==> src/rtl/instruction_mem_if.sv <==
// Read and program-load signals of the instruction memory.
// The master (PC/loader side) drives addresses and write data; the slave is the memory.
interface instruction_mem_if;
    logic [31:0] read_address;
    logic [31:0] instruction_code;
    logic        wr_en;
    logic [31:0] wr_address;
    logic [31:0] wr_data;

    modport master (
        output read_address,
        output wr_en,
        output wr_address,
        output wr_data,
        input  instruction_code
    );

    modport slave (
        input  read_address,
        input  wr_en,
        input  wr_address,
        input  wr_data,
        output instruction_code
    );
endinterface

==> src/rtl/instruction_mem.sv <==
// Word-organised instruction store with combinational read and a clocked word write port.
// The boot program is reloaded asynchronously while reset is low.
module instruction_mem #(
    parameter int unsigned MEM_BYTES = 64,
    parameter logic [31:0] NOP_WORD  = 32'h0000_0013
) (
    input logic              clk,
    input logic              reset,
    instruction_mem_if.slave bus
);

    localparam int unsigned WORDS = MEM_BYTES / 4;
    localparam int unsigned IDX_W = (WORDS > 1) ? $clog2(WORDS) : 1;

    logic [31:0] mem_q [WORDS];

    logic [29:0]      rd_word;
    logic [29:0]      wr_word;
    logic [IDX_W-1:0] rd_idx;
    logic [IDX_W-1:0] wr_idx;
    logic             rd_in_range;
    logic             wr_in_range;
    logic             unused_byte_offsets;

    // Byte offsets within a word play no part in addressing.
    assign unused_byte_offsets = ^{bus.read_address[1:0], bus.wr_address[1:0]};

    assign rd_word     = bus.read_address[31:2];
    assign wr_word     = bus.wr_address[31:2];
    assign rd_idx      = rd_word[IDX_W-1:0];
    assign wr_idx      = wr_word[IDX_W-1:0];
    assign rd_in_range = rd_word < 30'(WORDS);
    assign wr_in_range = wr_word < 30'(WORDS);

    function automatic logic [31:0] boot_word(input int unsigned idx);
        logic [31:0] w;
        case (idx)
            0:       w = 32'h0050_0093;  // addi x1,x0,5
            1:       w = 32'h0030_0113;  // addi x2,x0,3
            2:       w = 32'h0020_81B3;  // add  x3,x1,x2
            3:       w = 32'h4020_8233;  // sub  x4,x1,x2
            default: w = 32'h0000_0000;
        endcase
        return w;
    endfunction

    always_ff @(posedge clk or negedge reset) begin
        if (!reset) begin
            for (int unsigned i = 0; i < WORDS; i++) begin
                mem_q[i] <= boot_word(i);
            end
        end else if (bus.wr_en && wr_in_range) begin
            mem_q[wr_idx] <= bus.wr_data;
        end
    end

    assign bus.instruction_code = rd_in_range ? mem_q[rd_idx] : NOP_WORD;

endmodule

==> src/flat_wrapper.sv <==
// flat-port wrapper written by rule: the top's interface ports become plain ports
module instruction_mem_flat 
#(
    parameter int unsigned MEM_BYTES = 64,
    parameter logic [31:0] NOP_WORD  = 32'h0000_0013
)
  (clk, reset, bus_read_address, bus_wr_en, bus_wr_address, bus_wr_data, bus_instruction_code);
  instruction_mem_if bus_i ();
  input logic clk;
  input logic reset;
  input wire logic [$bits(bus_i.read_address)-1:0] bus_read_address;
  input wire logic [$bits(bus_i.wr_en)-1:0] bus_wr_en;
  input wire logic [$bits(bus_i.wr_address)-1:0] bus_wr_address;
  input wire logic [$bits(bus_i.wr_data)-1:0] bus_wr_data;
  output wire logic [$bits(bus_i.instruction_code)-1:0] bus_instruction_code;
  assign bus_i.read_address = bus_read_address;
  assign bus_i.wr_en = bus_wr_en;
  assign bus_i.wr_address = bus_wr_address;
  assign bus_i.wr_data = bus_wr_data;
  assign bus_instruction_code = bus_i.instruction_code;
  instruction_mem #(.MEM_BYTES(MEM_BYTES), .NOP_WORD(NOP_WORD)) u_core (.clk(clk), .reset(reset), .bus(bus_i));
endmodule
==> config.mk <==
export PLATFORM = sky130hd
export DESIGN_NAME = instruction_mem_flat
export DESIGN_NICKNAME = d
export VERILOG_FILES = /design/src/rtl/instruction_mem_if.sv /design/src/rtl/instruction_mem.sv /design/src/flat_wrapper.sv
export SDC_FILE = /design/constraint.sdc
export NUM_CORES = 1
export LEC_CHECK = 0
export CORE_ASPECT_RATIO = 1.25
export CORE_UTILIZATION = 42
export CTS_CLUSTER_SIZE = 24
export DETAILED_ROUTE_END_ITERATION = 8
export GPL_TIMING_DRIVEN = 0
export PLACE_DENSITY = 0.57
export REMOVE_ABC_BUFFERS = 1
export SYNTH_ARGS = -nofsm -noshare
export SYNTH_HDL_FRONTEND = slang
export SYNTH_SLANG_ARGS = --single-unit
==> constraint.sdc <==
create_clock -name clk -period 3.4 [get_ports clk]
set_input_delay 0.68 -clock clk [delete_from_list [all_inputs] [get_ports clk]]
set_output_delay 0.68 -clock clk [all_outputs]
set_load 0.01 [all_outputs]
Word level (Yosys, flattened, before mapping) --
Index checks and enable logic that the tools add are counted.
Operators by class: magnitude comparators 5, muxes and demuxes 7, bitwise logic cells 2, reduce and logical (&&, ||, !) cells 2
Operators by type and width (number):
- bitwise mux 512 bit | 1
- binary-select mux 32 bit (select 4 bit) | 1
- demux 32 bit (select 4 bit) | 1
- two-way mux 32 bit | 4
- less-than comparator 30 x 5 -> 1 bit (second input constant) | 2
- >= comparator 5 bit (second input constant) | 2
- NOT 4 -> 5 bit | 2
- less-than comparator 5 x 1 -> 1 bit (second input constant) | 1
- logical AND 1 bit | 2
Storage, ports and cells: flip-flop bits (word level) 512, input port bits 99, output and inout port bits 32, logic and storage cells 32

Longest topological paths before layout --
Gate-level depths: netlist of run 1.
depth in word-level cells 6, depth in mapped cells 6, depth with buffers taken out 4

Worst setup path before layout of run 1 --
No wires, ideal clock.
path type in2out, from input port bus_read_address[2], to output port bus_instruction_code[30], data arrival time 2319 ps, required time 2720 ps, path slack 401 ps, stages 6, path buffers 3, path through buf_2 > buf_2 > buf_2 > mux4_2 > a22oi_1 > a21oi_1
On the way: word-level cells in the longest chain between the ends 5, elaborated cells between the ends (all ways) 6, classes of those cells order compare (1); mux (4); bitwise (1)
RTL lines:
- start, declared | line flat_wrapper.sv:11 | input wire logic [$bits(bus_i.read_address)-1:0] bus_read_address;
- parallel branches: the longest is 4 deep, another holds less-than comparator 30 x 5 -> 1 bit
- two-way mux 32 bit (*) | line instruction_mem.sv:57 | assign bus.instruction_code = rd_in_range ? mem_q[rd_idx] : NOP_WORD;
- end, declared | line flat_wrapper.sv:15 | output wire logic [$bits(bus_i.instruction_code)-1:0] bus_instruction_code;
Every way passes the cells marked *. The select of a mux whose other input is x is not followed.

Worst setup path after layout of run 1 --
from input port bus_read_address[9], to output port bus_instruction_code[4]
On the way: word-level cells in the longest chain between the ends 2
RTL lines:
- less-than comparator 30 x 5 -> 1 bit | line instruction_mem.sv:32 | assign rd_in_range = rd_word < 30'(WORDS);
- two-way mux 32 bit | line instruction_mem.sv:57
Every way passes these cells.

==> results of run 1 <==
-- cell usage in the layout (no fill, tap or decap), types with 14 or more instances in the layout --
cell,n
dfrtp_1,484
mux2_2,467
mux4_2,128
clkdlybuf4s50_1,78
a22oi_1,57
clkbuf_16,55
mux2_1,48
buf_4,35
buf_6,35
buf_8,30
dfstp_2,28
buf_2,21
clkbuf_8,19
nor4_4,16
clkbuf_1,14
-- power by group through the flow --
stage	clock network [W]	logic, W	registers, W
6_report	0.00592	0.000587	0.00610
4_1_cts	0.00609	0.000601	0.00609
3_3_place_gp	0	0.000563	0.00622
2_1_floorplan	0	0.000100	0.00621
3_5_place_dp	0	0.000577	0.00621
5_1_grt	0.00632	0.000637	0.00609
-- final cells by class --
type	instances	area share, %
flip-flops and latches	512	45.42
multi-input cells	784	35.52
repair buffers	241	9.488
clock buffers	88	5.976
well taps	735	3.251
clock inverters	9	0.3494
-- metrics by stage --
step	hold WS, ns	TNS (ns)	cell area, um2
2_1_floorplan	0.3844	-294.61	22660
3_3_place_gp	0.4617	-	24840
3_5_place_dp	0.4712	-414.38	26010
4_1_cts	0.2037	0	28190
5_1_grt	0.2434	0	28290
6_report	0.1809	0	28290
-- layer usage --
metal | part of all wire (%) | vias up | track usage [%]
met1 | 45 | 7249 | 30.37
li1 | - | 5761 | -
met3 | 3.8 | 86 | 2.963
met2 | 49 | 244 | 35.93
met5 | 0.042 | - | 0
met4 | 2.0 | 4 | 5.308
-- critical path: stages --
cell             delay (ns)
clkdlybuf4s50_1        0.39
nor4_1                 0.23
and3_1                 0.20
nand4_1                0.15
buf_4                  0.20
buf_16                 0.12
buf_12                 0.14
buf_8                  0.13
a211o_1                0.23
buf_2                  0.14
-- what timing repair did --
action                                  4_1_cts  5_1_grt
hold buffers                                  0        0
gates cloned                                  2        0
resized for setup                           157       12
buffers inserted                             32       10
pin swaps                                    17       10
endpoints found under the setup margin      414       54
-- final timing paths --
path	startpoint	endpoint	slack [ns]
worst max-delay path	bus_read_address[9]	bus_instruction_code[4]	0.1
worst min-delay path	reset	u_core.mem_q[144]	0.18
worst max register to register	u_core.mem_q[179]	u_core.mem_q[179]	2.62
worst min register to register	u_core.mem_q[1]	u_core.mem_q[1]	0.48
max in group asynchronous	reset	u_core.mem_q[193]	1.08
min in group clk	u_core.mem_q[1]	u_core.mem_q[1]	0.48
-- cell families (layout without fill, tap and decap cells) --
logic type / Yosys count / after routing / synth area share (%)
multiplexers: 643 / 643 / 37.26
flip-flops: 512 / 512 / 55.13
AND/OR/NAND/NOR: 48 / 48 / 2.142
AO/OA/AOI/OAI: 93 / 93 / 2.717
buffers and inverters: 126 / 338 / 2.749
==> out/qor.yml, run 1 <==
status:
  status: "finished, final reports clean"
layout:
  regArea_um2: 12850
  antennaDiodeCount: 0
  largest_register_ffs: 512
  multi_input_area_um2: 10050
  reg_top3: "u_core.mem_q (512)"
  drive_gt1_share_pct: 54.90
  nNetsFinal: 1691
  nFillCells: 4588
  final_util_pct: 51.53
  largest-register: "u_core.mem_q"
  fin_cells: 2369
  syn_to_final_growth_pct: 21.39
pwr:
  p_per_area_nw_per_um2: 445.6
  switching_power_w: 0.002783
  seqPwrFrac_pct: 48.4
  switching_share_pct: 22.08
  combPwrFrac_pct: 4.7
  clockPowerShare_pct: 47.0
  internal-power_w: 0.009820
  ir_drop_mv: 0.3138
  power_w: 0.01260
  p_leak_nw: 13.29
routing:
  firstDrtPassIters: 6
  drt_wl_total_um: 59330
  num_vias: 13340
  remaining_drc_errors: 0
  drtIter0Drc: 710
  detail_route.wl_per_cell_um: 25.04
  drtAntennaViolNets: 0
  via_per_inst: 5.633
floorplanning:
  die_area_um2: 56430
  die_y_um: 265.4
  die_w_um: 212.7
  start_util_pct: 42.45
  fp-row-count: 96
  core-area_um2: 54890
  pin_count: 131
clock_tree:
  clk_pin_slew_worst_paths_ns: 0.06
  cts_sinks: 512
  clock_latency_ns: 0.58
  clk_path_buf_depth: 3
  cts_root_buf: "clkbuf_16"
  htreeDepth: 2
  cts_tree: "done"
  numCtsBuffers: 53
placed_design:
  numPortBuffers: 126
  dp.cells: 2230
  dpl_worst_slack_ns: -1.200
  place_hpwl_um: 38370
  routabilityCongestion: 0.6679
global_route:
  overflow: 0
  grt_use_total_pct: 21.76
  grt_pass1_vias: 14570
  grt_max_degree: 128
  grt_antenna_before_repair: 2
  grt_pass1_wl_um: 91510
timing:
  clock.fmax_ghz: 0.3026
  finalCriticalPeriod_ns: 3.305
  fin_ws_ns: 0.09504
  drv_slew: 0
  rsz0062_at_grt: "false"
  fin_worst_skew_ns: 0
  tightest_slew_ns: 0.8988
  fin_crit_sh_pct: 97.20
  hold_viol: 0
  relSlewSlack_pct: 40.08
  setup_viol: 0
synthesis:
  synth_top_cell_area_share_pct: 51.98
  yosysMostFrequentCell: "dfrtp_1"
  async_flop_share_pct: 100.0
  postSynthCellCount: 1422
  synth_edf_count: 0
  ys_warn_count: 0
  ys_types: 30
  synth-main-ff-cell: "dfrtp_1"
  ys_top_cells_by_count: "dfrtp_1 (484), mux2_2 (467), mux4_2 (128), clkbuf_1 (62), a22oi_1 (58)"
  syn-cell-area_um2: 23300
  syn_avg_cell_area_um2: 16.39
  ys_seq_elements: 512
  netlist.top_cell.by_area: "dfrtp_1"
  synth-seq-area-share_pct: 55.13
  synth_area_leaders: "dfrtp_1 (52%), mux2_2 (23%), mux4_2 (12%), dfstp_2 (3.2%), mux2_1 (2.3%)"
worst_setup_path:
  crit_required_ns: 2.72
  endpoint_kind: "output pin"
  critPathKind: "in -> out"
  path_max_fanout: 8
  cp.arrival_ns: 2.62
  reg2reg_depth: 1
  cp-start-kind: "input port"
flow_run:
  drv_cap: 0
hold_path:
  hp-class: "in -> async"
Note: power is estimated with default switching activity, not from simulation.
==> run 2: changes to the inputs <==
GPL_ROUTABILITY_DRIVEN = 0   (was default)
==> results of run 2 <==
Same layout as run 1: the final DEF is identical, and so are final timing and power.
==> run 3: changes to the inputs <==
CORE_UTILIZATION = 25   (was 42)
GPL_TIMING_DRIVEN = 1   (was 0)
PLACE_DENSITY = 0.38   (was 0.57)
==> run 3 against run 2 <==
Net effect:
- the flow now finishes with violations (DRC)
- clock power is 5.4% higher
- largest power group is now the clock network
- register-to-register slack is essentially flat
- clock-buffer cell count increased by 2
- first-iteration DRC count fell by 19%
- non-clock buffer count rose by 11
- worst setup slack gained 0.030 ns
- wire length rose by 16%
- critical path type unchanged
- combinational power is 17% higher
==> out/qor.yml, run 3 (synthesis gave the netlist of run 1 again) <==
status:
  status: "finished, violations left"
  violations: "DRC"
placed_design:
  numPortBuffers: 126  # unchanged
  dp.cells: 2740  # +23%
  place_hpwl_um: 40690  # +6.0%
global_route:
  grt_antenna_before_repair: 1  # -1
  grt_pass1_wl_um: 103800  # +13%
  grt_use_total_pct: 14.89  # -6.9 points
  grt_pass1_vias: 15150  # +4.0%
  grt_max_degree: 93  # -27%
  overflow: 0  # unchanged
layout:
  drive_gt1_share_pct: 53.73  # -1.2 points
  antennaDiodeCount: 0  # unchanged
  largest-register: "u_core.mem_q"
  nNetsFinal: 1706  # +0.89%
  syn_to_final_growth_pct: 24.57
  reg_top3: "u_core.mem_q (512)"
  fin_cells: 2844  # +20%
  final_cell_mix: "dfrtp_1 (484), mux2_2 (467), mux4_2 (128)"
  final_common_cell: "dfrtp_1"
  final_util_pct: 31.60  # -20 points
  largest_register_ffs: 512  # unchanged
clock_tree:
  clock_latency_ns: 0.60  # +0.02 ns
  cts_tree: "done"
  cts_sinks: 512  # unchanged
  clk_path_buf_depth: 3  # unchanged
  cts_root_buf: "clkbuf_16"
  cts_hold_buf: 0  # unchanged
  clk_pin_slew_worst_paths_ns: 0.06  # about the same
  numCtsBuffers: 57  # +7.5%
  htreeDepth: 2  # unchanged
timing:
  setup_viol: 0  # unchanged
  tightest_slew_ns: 0.7067  # -0.1921 ns
  finalCriticalPeriod_ns: 3.275  # -0.02984 ns
  rsz0062_at_grt: "false"
  drv_slew: 0  # unchanged
  fin_worst_skew_ns: 0  # unchanged
  clock.fmax_ghz: 0.3053  # +0.91%
  relSlewSlack_pct: 52.89  # +13 points
  hold_viol: 0  # unchanged
  fin_crit_sh_pct: 96.33  # -0.88 points
floorplanning:
  die_area_um2: 94440  # +67%
  start_util_pct: 25.37  # -17 points
  fp-row-count: 124  # +29%
  die_w_um: 275.1  # +29%
  die_y_um: 343.3  # +29%
  pin_count: 131  # unchanged
  core-area_um2: 91850  # +67%
worst_setup_path:
  critPathKind: "in -> out"
  endpoint_kind: "output pin"
  cp-start-kind: "input port"
  path_cells: "clkdlybuf4s50_1 -> nor4_1 -> and3_1 -> nand4_1 -> buf_6 -> buf_4 -> clkbuf_16 -> a21oi_1 -> dlygate4sd2_1"
  cp_num_buf_inv: 5  # -1
  slowest_stage: "clkdlybuf4s50_1"
  crit_required_ns: 2.72  # about the same
  cp_top_family: "buffers and inverters"
  cpPeakStageDelay_ns: 0.40  # about the same
  path_max_fanout: 7  # -1
  cp.arrival_ns: 2.60  # -0.02 ns
pwr:
  power_w: 0.01302  # +3.3%
  ir_drop_mv: 0.4035  # +29%
  p_per_area_nw_per_um2: 448.7  # +0.70%
  p_leak_nw: 13.49  # +1.5%
routing:
  drt_wl_total_um: 69100  # +16%
  drtAntennaViolNets: 0  # unchanged
  firstDrtPassIters: 8  # +2
  via_per_inst: 4.707  # -16%
  detail_route.wl_per_cell_um: 24.30  # -3.0%
  remaining_drc_errors: 8  # +8
  drtIter0Drc: 578  # -19%
  num_vias: 13390  # +0.31%
hold_path:
  hp-class: "in -> async"
flow_run:
  drv_cap: 0  # unchanged
[run 3: final cells by class]
| cell class | instances | area (um2) |
|---|---|---|
| multi-input combinational | 784 | 9941 |
| fill | 9016 | 62820 |
| clock buffer | 90 | 1670 |
| sequential | 512 | 12850 |
| tap | 1197 | 1498 |
| clock inverter | 9 | 170.2 |
| timing repair buffer | 252 | 2902 |
[run 3: timing repair]
action,4_1_cts,5_1_grt
setup buffers,1,3
pin swaps,1,3
gates cloned,0,2
setup endpoints to repair,32,30
resized for setup,69,41
[run 3: through the flow]
| stage | area (um2) | TNS [ns] | hold WS (ns) | setup slack (ns) |
|---|---|---|---|---|
| after floorplan | 22660 | -294.61 | 0.3844 | -1.111 |
| after global placement | 27080 | -8.117 | 0.4624 | -0.3309 |
| after detailed placement | 27080 | -7.844 | 0.4712 | -0.3405 |
| after CTS | 28900 | -2.285 | 0.05778 | -0.2362 |
| after global routing | 29030 | 0 | 0.06491 | 0.002710 |
| final | 29030 | 0 | 0.04065 | 0.1249 |
[run 3: where the power goes]
part	internal (W)	switching, W
Clock	0.00371	0.00254
Sequential	0.00610	0.0000000000929
Combinational	0.000273	0.000412
Total	0.0101	0.00295
[run 3: worst paths after layout]
check | slack (ns) | cells after the start | startpoint | to
setup reg to reg | 2.62 | 1 | u_core.mem_q[186] | u_core.mem_q[186]
max in group asynchronous | 2.37 | 2 | reset | u_core.mem_q[448]
setup / recovery | 0.12 | 9 | bus_read_address[19] | bus_instruction_code[18]
hold reg to reg | 0.48 | 1 | u_core.mem_q[350] | u_core.mem_q[350]
hold / removal | 0.04 | 1 | reset | u_core.mem_q[454]
min in group clk | 0.48 | 1 | u_core.mem_q[350] | u_core.mem_q[350]
[run 3: per-layer routing]
layer / vias up / global-route usage (%) / wire length (um)
met5: - / 0 / 13
met4: 2 / 4.052 / 1786
met3: 101 / 1.927 / 1865
met2: 187 / 26.38 / 35670
met1: 7344 / 18.91 / 29760
li1: 5752 / - / -
